--- src/rtl/dec_scan_seq.sv ---
// Scan sequencer: steps a 4-bit decoder code 0..15, holding each for STEP_CYCLES clocks.
// Optional macro DEC_SCAN_LOOP_EN adds a 'loop' input that restarts the scan without leaving RUN.
module dec_scan_seq #(
  parameter int unsigned STEP_CYCLES = 10
) (
  input  logic clk,
  input  logic rst_n,
  input  logic start,
  input  logic stop,
  input  logic hold,
`ifdef DEC_SCAN_LOOP_EN
  input  logic loop,
`endif
  output logic e,
  output logic x,
  output logic y,
  output logic z,
  output logic busy,
  output logic done
);

  localparam int unsigned DW = ($clog2(STEP_CYCLES + 1) < 1) ? 1 : $clog2(STEP_CYCLES + 1);
  localparam logic [DW-1:0] DWELL_LAST = DW'(STEP_CYCLES - 1);

  typedef enum logic [1:0] {
    IDLE = 2'd0,
    RUN  = 2'd1,
    DONE = 2'd2
  } state_t;

  state_t          state_q, state_d;
  logic [3:0]      code_q, code_d;
  logic [DW-1:0]   dwell_q, dwell_d;
  logic            busy_q, busy_d;
  logic            done_q, done_d;
  logic            loop_en;

`ifdef DEC_SCAN_LOOP_EN
  assign loop_en = loop;
`else
  assign loop_en = 1'b0;
`endif

  always_comb begin
    state_d = state_q;
    code_d  = code_q;
    dwell_d = dwell_q;
    done_d  = 1'b0;
    case (state_q)
      IDLE: begin
        code_d  = 4'd0;
        dwell_d = '0;
        if (start && !stop) state_d = RUN;
      end
      RUN: begin
        // stop outranks hold; hold freezes both dwell and code
        if (stop) begin
          state_d = IDLE;
          code_d  = 4'd0;
          dwell_d = '0;
        end else if (!hold) begin
          if (dwell_q == DWELL_LAST) begin
            dwell_d = '0;
            if (code_q == 4'hF) begin
              code_d = 4'd0;
              done_d = 1'b1;
              if (!loop_en) state_d = DONE;
            end else begin
              code_d = code_q + 4'd1;
            end
          end else begin
            dwell_d = dwell_q + DW'(1);
          end
        end
      end
      DONE: begin
        state_d = IDLE;
        code_d  = 4'd0;
        dwell_d = '0;
      end
      default: begin
        state_d = IDLE;
        code_d  = 4'd0;
        dwell_d = '0;
      end
    endcase
    busy_d = (state_d == RUN);
  end

  always_ff @(posedge clk or negedge rst_n) begin
    if (!rst_n) begin
      state_q <= IDLE;
      code_q  <= 4'd0;
      dwell_q <= '0;
      busy_q  <= 1'b0;
      done_q  <= 1'b0;
    end else begin
      state_q <= state_d;
      code_q  <= code_d;
      dwell_q <= dwell_d;
      busy_q  <= busy_d;
      done_q  <= done_d;
    end
  end

  assign {e, x, y, z} = code_q;
  assign busy         = busy_q;
  assign done         = done_q;

endmodule

--- config.mk ---
export PLATFORM = sky130hd
export DESIGN_NAME = dec_scan_seq
export DESIGN_NICKNAME = d
export VERILOG_FILES = /design/src/rtl/dec_scan_seq.sv
export SDC_FILE = /design/constraint.sdc
export NUM_CORES = 1
export LEC_CHECK = 0
export BUFFER_PORTS_ARGS = -buffer_cell sky130_fd_sc_hd__buf_2
export CORE_AREA = 5 5 46 48
export DETAILED_ROUTE_END_ITERATION = 16
export DIE_AREA = 0 0 51 53
export PLACE_DENSITY_LB_ADDON = 0.12
export SKIP_LAST_GASP = 1
export SYNTH_ARGS = -nofsm -noshare
export SYNTH_HDL_FRONTEND = slang
export SYNTH_SLANG_ARGS = --single-unit
export TNS_END_PERCENT = 1
--- constraint.sdc ---
create_clock -name clk -period 4.6 [get_ports clk]
set_clock_uncertainty 0.05 [all_clocks]
set_input_delay 0 -clock clk [delete_from_list [all_inputs] [get_ports clk]]
set_output_delay 0 -clock clk [all_outputs]
set_load 0.1 [all_outputs]
==> flow_metrics.py, run 1 <==
metrics = {
    "global_route": {
        "initial_antenna_violation_count": 0,
        "track_usage": 0.114,
        "grt_pass1_wl_um": 2120,
        "vias_in_the_first_global_route": 478,
        "largest_net_degree_at_the_start_of_global_routing": 13,
        "grt_overflow": 0,
    },
    "route": {
        "ant_nets": 0,
        "routed_wire_length_per_instance_um": 13.7,
        "dr.pass1.iters": 4,
        "postRouteWirelength_um": 1270,
        "drt-initial-drc-count": 5,
        "drc_errors": 0,
        "detail_route.vias_per_cell": 5.31,
        "num_vias": 494,
    },
    "synth": {
        "netlist.top_cell.by_area": "dfrtp_1",
        "synth_area_um2": 617,
        "synthesis.area_per_instance_um2": 10.6,
        "seq_total_area_yosys": 0.487,
        "ys_async_sr_fraction": 1.00,
        "yosys_warnings": 0,
        "synth-edff-count": 0,
        "yosys-top-cells-area": "dfrtp_1 (49%), a21oi_1 (6.5%), ha_1 (6.1%)",
        "synth_seq_cells": 12,
        "synth_top_cell_area_share": 0.487,
        "synth-main-ff-cell": "dfrtp_1",
        "synth.most_common_cell": "dfrtp_1",
        "mappedNetlistNets": 66,
        "synth_instances": 58,
        "ys_top_cells_by_count": "dfrtp_1 (12), a21oi_1 (8), nand2_1 (6)",
        "synth.distinct_cells": 23,
    },
    "placed_design": {
        "dpl.cell_count": 85,
        "finalWeightedCongestion": 0.776,
        "port-buffer-count": 10,
        "dp.final_hpwl_um": 908,
    },
    "die": {
        "dieArea_um2": 2700,
        "die_width_um": 51,
        "top_level_ports": 11,
        "fp.dieH_um": 53,
        "start_util": 0.369,
        "row_count": 15,
        "design.core.area_um2": 1670,
    },
    "critical_path": {
        "timing.critical_path.required_ns": 4.70,
        "worst-setup-path-type": "reg2reg",
        "startpoint_type": "register",
        "worstPathMaxFanout": 5,
        "crit_arrival_ns": 2.28,
        "crit_path_end_kind": "register",
    },
    "clock_tree": {
        "clockBufferDepth": 2,
        "cts.htree.levels": 1,
        "clockRootBuffer": "clkbuf_4",
        "cts_resized": 0,
        "cts_inserted_buffers": 3,
        "cts.sink_count": 12,
        "clock_insertion_delay_worst_skew_ns": 0.27,
        "clock_tree_from_tritoncts": "done",
        "clk_pin_slew_ns": 0.07,
    },
    "power": {
        "max-vdd-ir-drop_v": 0.000173,
        "clock_power_share": 0.333,
        "seq_power_share": 0.568,
        "cellLeakagePower_nw": 0.331,
        "power-per-cell-area_nw_per_um2": 251,
        "cellInternalPower_uw": 144,
        "p_switching_uw": 46.3,
        "power.combinational.fraction": 0.099,
        "switching_share": 0.243,
    },
    "sta": {
        "max_freq_mhz": 459,
        "timing.final.crit_share": 0.473,
        "timing.max_slew.rel_slack": 0.678,
        "timing.final.crit_period_ns": 2.18,
        "finalSetupViolations": 0,
        "maxSlewViolCount": 0,
        "whs_ns": 0.0771,
        "hold_viol_final": 0,
        "unrepaired_setup_endpoints_after_global_routing": "no",
        "totalNegativeSetupSlack_ns": 0,
        "tightest_slew_ns": 0.487,
    },
    "cells_and_area": {
        "layout-drive-gt1-share": 0.263,
        "nets": 86,
        "final-instance-count-excl-fill": 93,
        "n_fill_cell": 158,
        "num_antenna_cells": 0,
        "area_growth_from_synthesis_to_final_layout_pct": 23.3,
        "layout_utilization": 0.455,
    },
    "run_status": {
        "status": "finished clean",
    },
    "min_path": {
        "hp-class": "in2async",
    },
    "run": {
        "max-cap-violations": 0,
    },
}
-- cells in the final DEF, fill, tap and decap left out --
master	instances
dfrtp_1	12
buf_2	10
a21oi_1	8
nand2_1	6
nor2_1	5
dlygate4sd3_1	5
ha_1	3
clkbuf_4	3
inv_1	2
nor2b_1	2
a2111oi_0	2
and4bb_2	2
o21ai_0	2
or3_2	2
nand2_2	1
nand4bb_4	1
nor3_1	1
a21o_1	1
nand3_1	1
xnor2_1	1
and2b_2	1
mux2i_1	1
o31ai_1	1
or4_1	1
a21boi_0	1
and3b_1	1
-- final timing paths --
| kind | to | cells past startpoint | startpoint | slack (ns) |
|---|---|---|---|---|
| max reg2reg | state_q[0] | 6 | dwell_q[1] | 2.42 |
| max | state_q[0] | 6 | dwell_q[1] | 2.42 |
| min | busy | 2 | rst_n | 0.08 |
| min reg2reg | busy | 1 | state_q[1] | 0.43 |
| max in group asynchronous | done | 2 | rst_n | 4.20 |
| min in group clk | busy | 3 | stop | 0.40 |
-- per-layer routing --
metal	wire, um	part of all wire	up-vias	track usage
li1	-	-	247	-
met2	632	0.50	10	0.193
met5	0	0	-	0
met3	33	0.026	5	0.0169
met4	50	0.039	0	0.121
met1	559	0.44	232	0.117
-- cells by family after synthesis --
kind of cell,share of synthesized area
xor gates and xnor gates,0.0142
and+or+nand+nor,0.264
adders and majority gates,0.0609
buffers and inverters,0.0122
DFF,0.487
muxes,0.0162
AOI/OAI and AO/OA,0.146
-- area by class of cell --
| type | count | area [um2] | share of cell area |
|---|---|---|---|
| clock buffers | 3 | 22.5 | 0.0296 |
| flip-flops and latches | 12 | 300 | 0.395 |
| multi-input cells | 44 | 309 | 0.406 |
| well taps | 17 | 21.3 | 0.0280 |
| repair buffers | 15 | 100 | 0.132 |
| inverters | 2 | 7.51 | 0.00987 |
-- stage by stage --
step	instance area, um2	setup slack [ns]	power [mW]
finish	761	2.42	0.191
global route	761	2.27	0.200
CTS	761	2.43	0.195
detailed placement	688	2.97	0.126
global placement	688	2.99	0.126
floorplan	617	2.67	0.119
-- power by group through the flow --
stage | Combinational [mW] | Sequential (mW) | Clock [mW]
after floorplan | 0.00475 | 0.115 | 0
after global placement | 0.0156 | 0.110 | 0
after detailed placement | 0.0157 | 0.110 | 0
after CTS | 0.0191 | 0.108 | 0.0675
after global routing | 0.0209 | 0.109 | 0.0708
final | 0.0189 | 0.108 | 0.0634
-- registers in the layout, summed over array words and instances (netlist names) --
signal,count
dwell_q,4
state_q,2
done,1
code_q,4
busy,1
-- repair_timing --
action,in CTS,in global routing
hold buffers,5,0
endpoints found under the hold margin,16,0
buffers inserted,0,0
-- worst max-delay path, stage by stage, from the launching register on --
cell	delay (ns)
dfrtp_1	0.42
inv_1	0.07
ha_1	0.26
nand4bb_4	0.15
nor3_1	0.36
a2111oi_0	0.17
dlygate4sd3_1	0.58
Note: power is estimated with default switching activity, not from simulation.
==> run 2: changes to the inputs <==
==> constraint.sdc (replaced) <==
create_clock -name clk -period 2.1 [get_ports clk]
set_clock_uncertainty 0.05 [all_clocks]
set_input_delay 0 -clock clk [delete_from_list [all_inputs] [get_ports clk]]
set_output_delay 0 -clock clk [all_outputs]
set_load 0.1 [all_outputs]
==> flow_metrics.py, run 2 (same netlist as run 1, synthesis figures left out) <==
metrics = {
    "run_status": {
        "status": "finished clean",
    },
    "route": {
        "drc_errors": 0,
        "detail_route.vias_per_cell": 5.33,
        "postRouteWirelength_um": 1260,
        "routed_wire_length_per_instance_um": 13.7,
        "ant_nets": 0,
        "num_vias": 490,
        "dr.pass1.iters": 4,
        "drt-initial-drc-count": 5,
    },
    "clock_tree": {
        "cts.htree.levels": 1,
        "clock_insertion_delay_worst_skew_ns": 0.27,
        "cts.sink_count": 12,
        "clockBufferDepth": 2,
        "clockRootBuffer": "clkbuf_4",
        "cts_inserted_buffers": 3,
        "clock_tree_from_tritoncts": "done",
        "clk_pin_slew_ns": 0.07,
        "cts_setup_buffers": 0,
    },
    "global_route": {
        "grt_pass1_wl_um": 2120,
        "track_usage": 0.114,
        "vias_in_the_first_global_route": 478,
        "grt_overflow": 0,
        "initial_antenna_violation_count": 0,
        "largest_net_degree_at_the_start_of_global_routing": 13,
    },
    "cells_and_area": {
        "layout-drive-gt1-share": 0.267,
        "reg_top3": "code_q (4), dwell_q (4), state_q (2)",
        "commonest_cells_after_routing_fill_and_taps_aside": "dfrtp_1 (12), buf_2 (10), a21oi_1 (8)",
        "num_antenna_cells": 0,
        "nets": 85,
        "mostFrequentLayoutCell": "dfrtp_1",
        "area_growth_from_synthesis_to_final_layout_pct": 21.7,
    },
    "critical_path": {
        "startpoint_type": "register",
        "cells_along_the_critical_path": "inv_1 -> ha_1 -> nand4bb_4 -> or4_1 -> a21oi_1",
        "crit_arrival_ns": 1.81,
        "slowest_stage_cell_on_the_critical_path": "or4_1",
        "cpPeakStageDelay_ns": 0.49,
        "worstPathMaxFanout": 5,
        "crit_path_end_kind": "register",
        "crit_buf_inv": 1,
        "timing.critical_path.required_ns": 2.25,
        "critical_path.top_delay_family": "simple AND/OR/NAND/NOR gates",
        "worst-setup-path-type": "reg2reg",
    },
    "sta": {
        "finalSetupViolations": 0,
        "timing.max_slew.rel_slack": 0.678,
        "timing.final.crit_period_ns": 1.66,
        "hold_viol_final": 0,
        "unrepaired_setup_endpoints_after_global_routing": "no",
        "max_freq_mhz": 603,
        "totalNegativeSetupSlack_ns": 0,
        "final.setup.worst_slack_ns": 0.441,
        "timing.final.crit_share": 0.790,
        "whs_ns": 0.0771,
        "tightest_slew_ns": 0.487,
        "maxSlewViolCount": 0,
    },
    "power": {
        "max-vdd-ir-drop_v": 0.000379,
        "cellLeakagePower_nw": 0.326,
        "power_uw": 416,
        "power-per-cell-area_nw_per_um2": 554,
    },
    "placed_design": {
        "finalWeightedCongestion": 0.776,
        "port-buffer-count": 10,
        "place_worst_setup_slack_ns": 0.465,
        "dp.final_hpwl_um": 908,
    },
    "run": {
        "max-cap-violations": 0,
    },
    "die": {
        "fp.dieH_um": 53,
        "die_width_um": 51,
        "design.core.area_um2": 1670,
        "row_count": 15,
        "dieArea_um2": 2700,
        "top_level_ports": 11,
        "start_util": 0.369,
    },
    "min_path": {
        "hp-class": "in2async",
    },
}
## run 2: cell count changes in the layout (fill, tap and decap cells not counted)
cell           change
dlygate4sd3_1      -1
## run 2: path summary, 6_finish.rpt
check	from	depth (start not counted)	slack (ns)	end
min in group clk	stop	3	0.40	state_q[0]
max reg2reg	dwell_q[1]	5	0.44	code_q[3]
min	rst_n	2	0.08	busy
max in group asynchronous	rst_n	2	1.70	done
max	dwell_q[1]	5	0.44	code_q[3]
min reg2reg	state_q[1]	1	0.42	state_q[0]
## run 2: timing repair
item,4_1_cts,5_1_grt
hold endpoints to repair,16,0
gates resized for setup,0,0
hold buffers,4,0
## run 2: report_power, final
part | leakage, nW | internal [mW] | switching, mW
Combinational | 0.148 | 0.0139 | 0.0256
Sequential | 0.164 | 0.234 | 0.00290
Clock | 0.0138 | 0.0664 | 0.0725
## run 2: final cells by class
class / count / area [um2]
Sequential cell: 12 / 300
Inverter: 2 / 7.51
Multi-Input combinational cell: 44 / 309
Tap cell: 17 / 21.3
Clock buffer: 3 / 22.5
Fill cell: 159 / 920
Timing Repair Buffer: 14 / 90.1
## run 2: layer usage
metal	share of wire	vias up	track usage	routed length (um)
li1	-	245	-	-
met1	0.44	230	0.117	556
met2	0.49	10	0.193	622
met3	0.026	5	0.0169	33
met4	0.040	0	0.121	50
met5	0	-	0	0
## run 2: through the flow
stage          std cells  area, um2   util
5_1_grt               92        751  0.449
3_3_place_gp          85        688  0.412
4_1_cts               92        751  0.449
3_5_place_dp          85        688  0.412
6_report              92        751  0.449
2_1_floorplan         58        617      -
